## src/rtl/mips_opcode_decoder_if.sv

```systemverilog
// mips_opcode_decoder_if: bundles the opcode input, its qualifier and every
// decoder result into one interface.
// The slave side is the decoder.
// The master side is the decode-stage producer or consumer.
interface mips_opcode_decoder_if #(
  parameter int CNT_W = 32
);

  logic [5:0]       opcode;
  logic             op_valid;
  logic             rtype;
  logic             itype;
  logic             jtype;
  logic             is_link;
  logic             is_branch;
  logic             is_imm_alu;
  logic             is_load;
  logic             is_store;
  logic             illegal;
  logic             illegal_seen;
  logic [CNT_W-1:0] r_count;
  logic [CNT_W-1:0] i_count;
  logic [CNT_W-1:0] j_count;

  modport master (
    output opcode, op_valid,
    input  rtype, itype, jtype, is_link, is_branch, is_imm_alu,
           is_load, is_store, illegal, illegal_seen,
           r_count, i_count, j_count
  );

  modport slave (
    input  opcode, op_valid,
    output rtype, itype, jtype, is_link, is_branch, is_imm_alu,
           is_load, is_store, illegal, illegal_seen,
           r_count, i_count, j_count
  );

endinterface

```

## src/rtl/mips_opcode_decoder.sv

```systemverilog
// mips_opcode_decoder: classifies the 6-bit primary opcode.
// Each opcode maps to exactly one of R-, I- or J-type.
// It also produces the coarse sub-class flags used by the main control decoder.
//
// Optional statistics are compiled in with the macro OPCODE_DECODER_STATS_EN.
// - The statistics are per-class counters plus a sticky illegal flag.
// - Without the macro the block is purely combinational.
// - In that case the count and sticky outputs read as zero.
module mips_opcode_decoder #(
  parameter int CNT_W = 32
) (
  input logic                  clk,
  input logic                  rst,
  mips_opcode_decoder_if.slave bus
);

  logic rtype_c;
  logic jtype_c;
  logic itype_c;
  logic illegal_c;

  // Decode classes and sub-classes from the opcode alone.
  // REGIMM (000001) and the reserved 011xxx space still fall into I-type.
  always_comb begin
    rtype_c        = 1'b0;
    jtype_c        = 1'b0;
    itype_c        = 1'b0;
    illegal_c      = 1'b0;
    bus.is_link    = 1'b0;
    bus.is_branch  = 1'b0;
    bus.is_imm_alu = 1'b0;
    bus.is_load    = 1'b0;
    bus.is_store   = 1'b0;

    rtype_c        = (bus.opcode == 6'b000000);
    jtype_c        = (bus.opcode[5:1] == 5'b00001);
    itype_c        = ~(rtype_c | jtype_c);
    illegal_c      = (bus.opcode[5:3] == 3'b011);
    bus.is_link    = (bus.opcode == 6'b000011);
    bus.is_branch  = (bus.opcode[5:2] == 4'b0001) || (bus.opcode == 6'b000001);
    bus.is_imm_alu = (bus.opcode[5:3] == 3'b001);
    bus.is_load    = (bus.opcode[5:3] == 3'b100);
    bus.is_store   = (bus.opcode[5:3] == 3'b101);
  end

  assign bus.rtype   = rtype_c;
  assign bus.jtype   = jtype_c;
  assign bus.itype   = itype_c;
  assign bus.illegal = illegal_c;

`ifdef OPCODE_DECODER_STATS_EN

  logic [CNT_W-1:0] r_cnt;
  logic [CNT_W-1:0] i_cnt;
  logic [CNT_W-1:0] j_cnt;
  logic             illegal_sticky;

  // Count valid opcodes per class and remember any valid illegal opcode.
  // Reset takes priority over a simultaneous op_valid.
  always_ff @(posedge clk) begin
    if (rst) begin
      r_cnt          <= '0;
      i_cnt          <= '0;
      j_cnt          <= '0;
      illegal_sticky <= 1'b0;
    end else if (bus.op_valid) begin
      if (rtype_c) begin
        r_cnt <= r_cnt + 1'b1;
      end else if (jtype_c) begin
        j_cnt <= j_cnt + 1'b1;
      end else begin
        i_cnt <= i_cnt + 1'b1;
      end
      if (illegal_c) begin
        illegal_sticky <= 1'b1;
      end
    end
  end

  assign bus.r_count      = r_cnt;
  assign bus.i_count      = i_cnt;
  assign bus.j_count      = j_cnt;
  assign bus.illegal_seen = illegal_sticky;

`else

  // Without statistics the clock, reset and qualifier have no consumer.
  logic unused_stats_inputs;
  assign unused_stats_inputs = ^{clk, rst, bus.op_valid};

  assign bus.r_count      = '0;
  assign bus.i_count      = '0;
  assign bus.j_count      = '0;
  assign bus.illegal_seen = 1'b0;

`endif

endmodule

```

## src/flat_wrapper.sv

```systemverilog
// flat-port wrapper written by rule: the top's interface ports become plain ports
module mips_opcode_decoder_flat 
#(
  parameter int CNT_W = 32
)
  (clk, rst, bus_opcode, bus_op_valid, bus_rtype, bus_itype, bus_jtype, bus_is_link, bus_is_branch, bus_is_imm_alu, bus_is_load, bus_is_store, bus_illegal, bus_illegal_seen, bus_r_count, bus_i_count, bus_j_count);
  mips_opcode_decoder_if #(.CNT_W(CNT_W)) bus_i ();
  input logic clk;
  input logic rst;
  input wire logic [$bits(bus_i.opcode)-1:0] bus_opcode;
  input wire logic [$bits(bus_i.op_valid)-1:0] bus_op_valid;
  output wire logic [$bits(bus_i.rtype)-1:0] bus_rtype;
  output wire logic [$bits(bus_i.itype)-1:0] bus_itype;
  output wire logic [$bits(bus_i.jtype)-1:0] bus_jtype;
  output wire logic [$bits(bus_i.is_link)-1:0] bus_is_link;
  output wire logic [$bits(bus_i.is_branch)-1:0] bus_is_branch;
  output wire logic [$bits(bus_i.is_imm_alu)-1:0] bus_is_imm_alu;
  output wire logic [$bits(bus_i.is_load)-1:0] bus_is_load;
  output wire logic [$bits(bus_i.is_store)-1:0] bus_is_store;
  output wire logic [$bits(bus_i.illegal)-1:0] bus_illegal;
  output wire logic [$bits(bus_i.illegal_seen)-1:0] bus_illegal_seen;
  output wire logic [$bits(bus_i.r_count)-1:0] bus_r_count;
  output wire logic [$bits(bus_i.i_count)-1:0] bus_i_count;
  output wire logic [$bits(bus_i.j_count)-1:0] bus_j_count;
  assign bus_i.opcode = bus_opcode;
  assign bus_i.op_valid = bus_op_valid;
  assign bus_rtype = bus_i.rtype;
  assign bus_itype = bus_i.itype;
  assign bus_jtype = bus_i.jtype;
  assign bus_is_link = bus_i.is_link;
  assign bus_is_branch = bus_i.is_branch;
  assign bus_is_imm_alu = bus_i.is_imm_alu;
  assign bus_is_load = bus_i.is_load;
  assign bus_is_store = bus_i.is_store;
  assign bus_illegal = bus_i.illegal;
  assign bus_illegal_seen = bus_i.illegal_seen;
  assign bus_r_count = bus_i.r_count;
  assign bus_i_count = bus_i.i_count;
  assign bus_j_count = bus_i.j_count;
  mips_opcode_decoder #(.CNT_W(CNT_W)) u_core (.clk(clk), .rst(rst), .bus(bus_i));
endmodule
```

## config.mk

```make
export PLATFORM = sky130hd
export DESIGN_NAME = mips_opcode_decoder_flat
export DESIGN_NICKNAME = d
export VERILOG_FILES = /design/src/rtl/mips_opcode_decoder_if.sv /design/src/rtl/mips_opcode_decoder.sv /design/src/flat_wrapper.sv
export SDC_FILE = /design/constraint.sdc
export NUM_CORES = 1
export LEC_CHECK = 0
export BUFFER_PORTS_ARGS = -buffer_cell sky130_fd_sc_hd__buf_2
export CAP_MARGIN = 5
export CELL_PAD_IN_SITES_DETAIL_PLACEMENT = 1
export CELL_PAD_IN_SITES_GLOBAL_PLACEMENT = 1
export CORE_MARGIN = 3
export CORE_UTILIZATION = 20
export DETAILED_ROUTE_END_ITERATION = 8
export PLACE_DENSITY_LB_ADDON = 0.1
export SLEW_MARGIN = 10
export SYNTH_ARGS = -nofsm -noshare
export SYNTH_HDL_FRONTEND = slang
export SYNTH_SLANG_ARGS = --single-unit
```

## constraint.sdc

```tcl
create_clock -name vclk -period 1.15
set_clock_uncertainty 0.1 [all_clocks]
set_input_delay 0.115 -clock vclk [all_inputs]
set_output_delay 0.115 -clock vclk [all_outputs]
set_load 0.01 [all_outputs]
```

==> impl_metrics.toml, run 1 <==
[outcome]
status = "complete, no violations"

[layout]
register_area_um2 = 0
antenna_cells = 0
multi_input_area_um2 = 487
layout_commonest_cell = "conb_1"
seq_cell_count = 0
n_clock_buffer = 0
instances_no_fill = 176
area_delta_synth_final_pct = -19.4
n_fill_cell = 520
final_cell_mix = "conb_1, buf_2, buf_4"
final_area_um2 = 664
fin_nets = 139
drive_gt1_share_pct = 17.2

[pwr]
p_leak_nw = 0.446
peakVddDrop_mv = 0.0545
power.density_nw_per_um2 = 334
total_power_w = 0.000222

[global_routing]
overflow = 0
grt_util_all_layers_pct = 3.60
grt_pass1_wl_mm = 1.61
antenna_found_initial = 0
grt_max_degree = 6
grt_pass1_vias = 320

[timing]
hold_viol = 0
holdWs_ns = 0.400
period_share_pct = 94.1
min_period_ns = 1.08
fmax_ghz = 0.924
setup_viol = 0
fin_tns_setup_ns = 0
grt_setup_unrepaired = "true"
slew_violations = 0

[die]
fp.dieH_um = 70.2
ios = 115
dieArea_um2 = 4930
die_w_um = 70.2
start_util_pct = 21.6
rows = 22
core_um2 = 3830

[worst_setup_path]
critPathArrivalTime_ns = 0.87
crit_required_ns = 0.94
crit_fanout = 4
crit_type = "in -> out"
start_kind = "primary input"
end_kind = "primary output"

[synthesis]
ys_warn_count = 0
syn_inst = 111
synth_cell_types = 13
avgSynthCellArea_um2 = 7.43
syn-cell-area_um2 = 825
yosysSeqAreaShare_pct = 0

[detailed_routing]
routed_wl_mm = 1.23
drtPass1Iterations = 2
drt-wirelength-per-cell_um = 6.98
viasPerCell = 2.43
ant_nets = 0
drc_errors = 0
drtIter0Drc = 3
vias = 427

[placement]
portBuffers = 15
dp.cells = 176
hpwl_mm = 1.17
gp_congestion = 0.759
place_area_um2 = 614

[hold_path]
min_path_type = "in -> out"

[flow_run]
cap_violations = 0

[clocking]
post_cts_buffers = 0
## worst max-delay path, cell delays in order
cell	delay (ns)
buf_8	0.10
nor4_4	0.30
nor3b_2	0.20
buf_2	0.15
## power breakdown
| group | switching (W) | internal [W] | leakage, nW |
|---|---|---|---|
| sequential | 0 | 0 | 0 |
| combinational | 0.000184 | 0.0000373 | 0.446 |
| clock | 0 | 0 | 0 |
## kinds of logic after synthesis
logic type	count (synthesis)	share of synthesized area, %
buffers and inverters	98	88.8
other	1	0.455
AOI/OAI and AO/OA	1	1.21
and+or+nand+nor	11	9.56
## final cells by class
class,instances,area share (%)
inverter,1,0.565
timing repair buffer,18,17.1
tap,48,9.04
multi-input combinational,109,73.3
## routing by layer
layer / wire [um] / global-route usage, %
met1: 365 / 4.58
met2: 625 / 7.03
met4: 0 / 0
met5: 0 / 0
met3: 237 / 0.144
## cells in the mapped netlist
master / instances / area (um2)
a2111oi_1: 1 / 10.0
nor3b_1: 2 / 15.0
conb_1: 1 / 3.75
inv_1: 1 / 3.75
nand2_1: 2 / 7.51
nor2_1: 1 / 3.75
nand2b_1: 1 / 6.26
nor3b_2: 1 / 12.5
and2_1: 1 / 6.26
and3b_1: 1 / 8.76
nor4_2: 1 / 12.5
buf_4: 97 / 728
and3_1: 1 / 6.26
## final timing paths
path / startpoint / endpoint / slack, ns / cells past startpoint
worst max-delay path: bus_opcode[2] / bus_rtype / 0.07 / 4
worst min-delay path: bus_opcode[4] / bus_is_branch / 0.40 / 3
## stage by stage
step	setup WS (ns)	util [%]
after global placement	-0.0462	16.1
after detailed placement	-0.0697	16.1
after global routing	-0.00980	17.4
final	0.0678	17.4
after floorplan	0.0914	-
after CTS	0.0151	16.4
## timing repair
item	in CTS	in global routing
hold buffers	0	0
pin swaps	1	1
resized for setup	2	8
endpoints found under the setup margin	2	3
gates cloned	0	0
Note: power is estimated with default switching activity, not from simulation.
==> inputs of run 2 (changes only) <==
--- a/config.mk
+++ b/config.mk
@@ -5,6 +5,7 @@
 export SDC_FILE = /design/constraint.sdc
 export NUM_CORES = 1
 export LEC_CHECK = 0
+export ABC_AREA = 1
 export BUFFER_PORTS_ARGS = -buffer_cell sky130_fd_sc_hd__buf_2
 export CAP_MARGIN = 5
 export CELL_PAD_IN_SITES_DETAIL_PLACEMENT = 1
==> run 2 against run 1 <==
Compared with the run above:
- critical path depth rose by 1
- worst setup slack improved by 0.14 ns
- final area fell by 11%
- sequential share of layout area is the same
- clock-buffer cell count unchanged
- maximum frequency rose by 15%
==> impl_metrics.toml, run 2 <==
[synthesis]
avgSynthCellArea_um2 = 6.93
yosysTopAreaCell = "buf_4"
synth_commonest_cells = "buf_4, nor2_1, nand2_1, inv_1, nor3_1"
ys_warn_count = 0
synth_cell_types = 11
synth_area_leaders = "buf_4, nor2_1, nor3_1, nand2_1, inv_1"
synth.top_cell.area_share_pct = 88.3
yosysSeqAreaShare_pct = 0
syn-cell-area_um2 = 825
yosysMostFrequentCell = "buf_4"
syn_inst = 119

[worst_setup_path]
crit_type = "in -> out"
cpPeakStageDelay_ns = 0.16
cpLargestDelayFamily = "simple AND/OR/NAND/NOR gates"
crit_fanout = 4
cpMostUsedCell = "buf_2"
crit_required_ns = 0.94
start_kind = "primary input"
critPathArrivalTime_ns = 0.72
end_kind = "primary output"
cp_num_buf_inv = 2
critPathSlowestCell = "nor2_2"
crit_chain = "buf_2, nor2_2, nand2_1, nor2_1, buf_2"

[detailed_routing]
viasPerCell = 2.42
drtPass1Iterations = 2
drtIter0Drc = 3
ant_nets = 0
routed_wl_mm = 1.26
vias = 438
drc_errors = 0
drt-wirelength-per-cell_um = 6.93

[pwr]
p_leak_nw = 0.427
peakVddDrop_mv = 0.0593
power.density_nw_per_um2 = 339

[placement]
hpwl_mm = 1.23
gp_congestion = 0.764
portBuffers = 15
dpl_worst_slack_ns = 0.196

[global_routing]
antenna_found_initial = 0
grt_pass1_vias = 317
grt_max_degree = 6
grt_pass1_wl_mm = 1.59
grt_util_all_layers_pct = 3.63
overflow = 0

[layout]
final_cell_mix = "conb_1, buf_2, nor2_1"
drive_gt1_share_pct = 12.8
layout_commonest_cell = "conb_1"
register_area_um2 = 0
n_clock_buffer = 0
antenna_cells = 0
seq_cell_count = 0
area_delta_synth_final_pct = -28.2
fin_nets = 144

[timing]
min_period_ns = 0.940
fmax_ghz = 1.06
hold_viol = 0
setup_ws_ns = 0.210
slew_violations = 0
fin_tns_setup_ns = 0
period_share_pct = 81.7
grt_setup_unrepaired = "false"
setup_viol = 0

[hold_path]
min_from = "bus_opcode[5]"
hold_depth = 3
min_path_type = "in -> out"
hold_path_end = "bus_illegal"

[die]
dieArea_um2 = 4930
fp.dieH_um = 70.2
ios = 115
start_util_pct = 21.6
core_um2 = 3830
die_w_um = 70.2
rows = 22

[clocking]
hold_buffers = 0
ctsResizeCount = 0
post_cts_buffers = 0

[outcome]
status = "complete, no violations"

[flow_run]
cap_violations = 0
-- run 2: area by class of cell --
cell class	instances	area, um2
fillers	526	3230
inverters	3	11.3
multi-input cells	115	445
well taps	48	60.1
repair buffers	15	75.1
-- run 2: routing by layer --
layer  global-route usage [%]  up-vias  share of wire [%]
li1                         -      193                  -
met1                     4.92      174                 35
met2                     6.09       71                 43
met3                     1.01        0                 22
met4                        0        0                  0
met5                        0        -                  0
-- run 2: how the worst max path moves through the flow --
stage                  start            end  cells after the start  slack (ns)
3_5_place_dp   bus_opcode[3]      bus_rtype                      5        0.20
4_1_cts        bus_opcode[3]      bus_rtype                      5        0.20
6_report       bus_opcode[5]  bus_is_branch                      5        0.21
3_3_place_gp   bus_opcode[3]      bus_jtype                      5        0.19
2_1_floorplan  bus_opcode[1]      bus_rtype                      2        0.43
5_1_grt        bus_opcode[3]      bus_jtype                      5        0.08
-- run 2: where the power goes --
part	total (W)	internal, W	switching (W)
Clock	0	0	0
Combinational	0.000201	0.0000207	0.000180
Sequential	0	0	0
-- run 2: metrics by stage --
step,std cells,hold WS (ns),util [%],cell area [um2],power [W]
floorplan,215,0.178,-,1180,0.000405
global placement,181,0.431,15.5,592,0.000190
detailed placement,181,0.427,15.5,592,0.000190
CTS,181,0.429,15.5,592,0.000190
global route,181,0.455,15.5,592,0.000225
finish,181,0.427,15.5,592,0.000201
-- run 2: kinds of logic after synthesis --
family	Yosys count	synth area share (%)
other	1	0.455
AO/OA/AOI/OAI	1	0.606
AND/OR/NAND/NOR	17	9.26
buffers and inverters	100	89.7
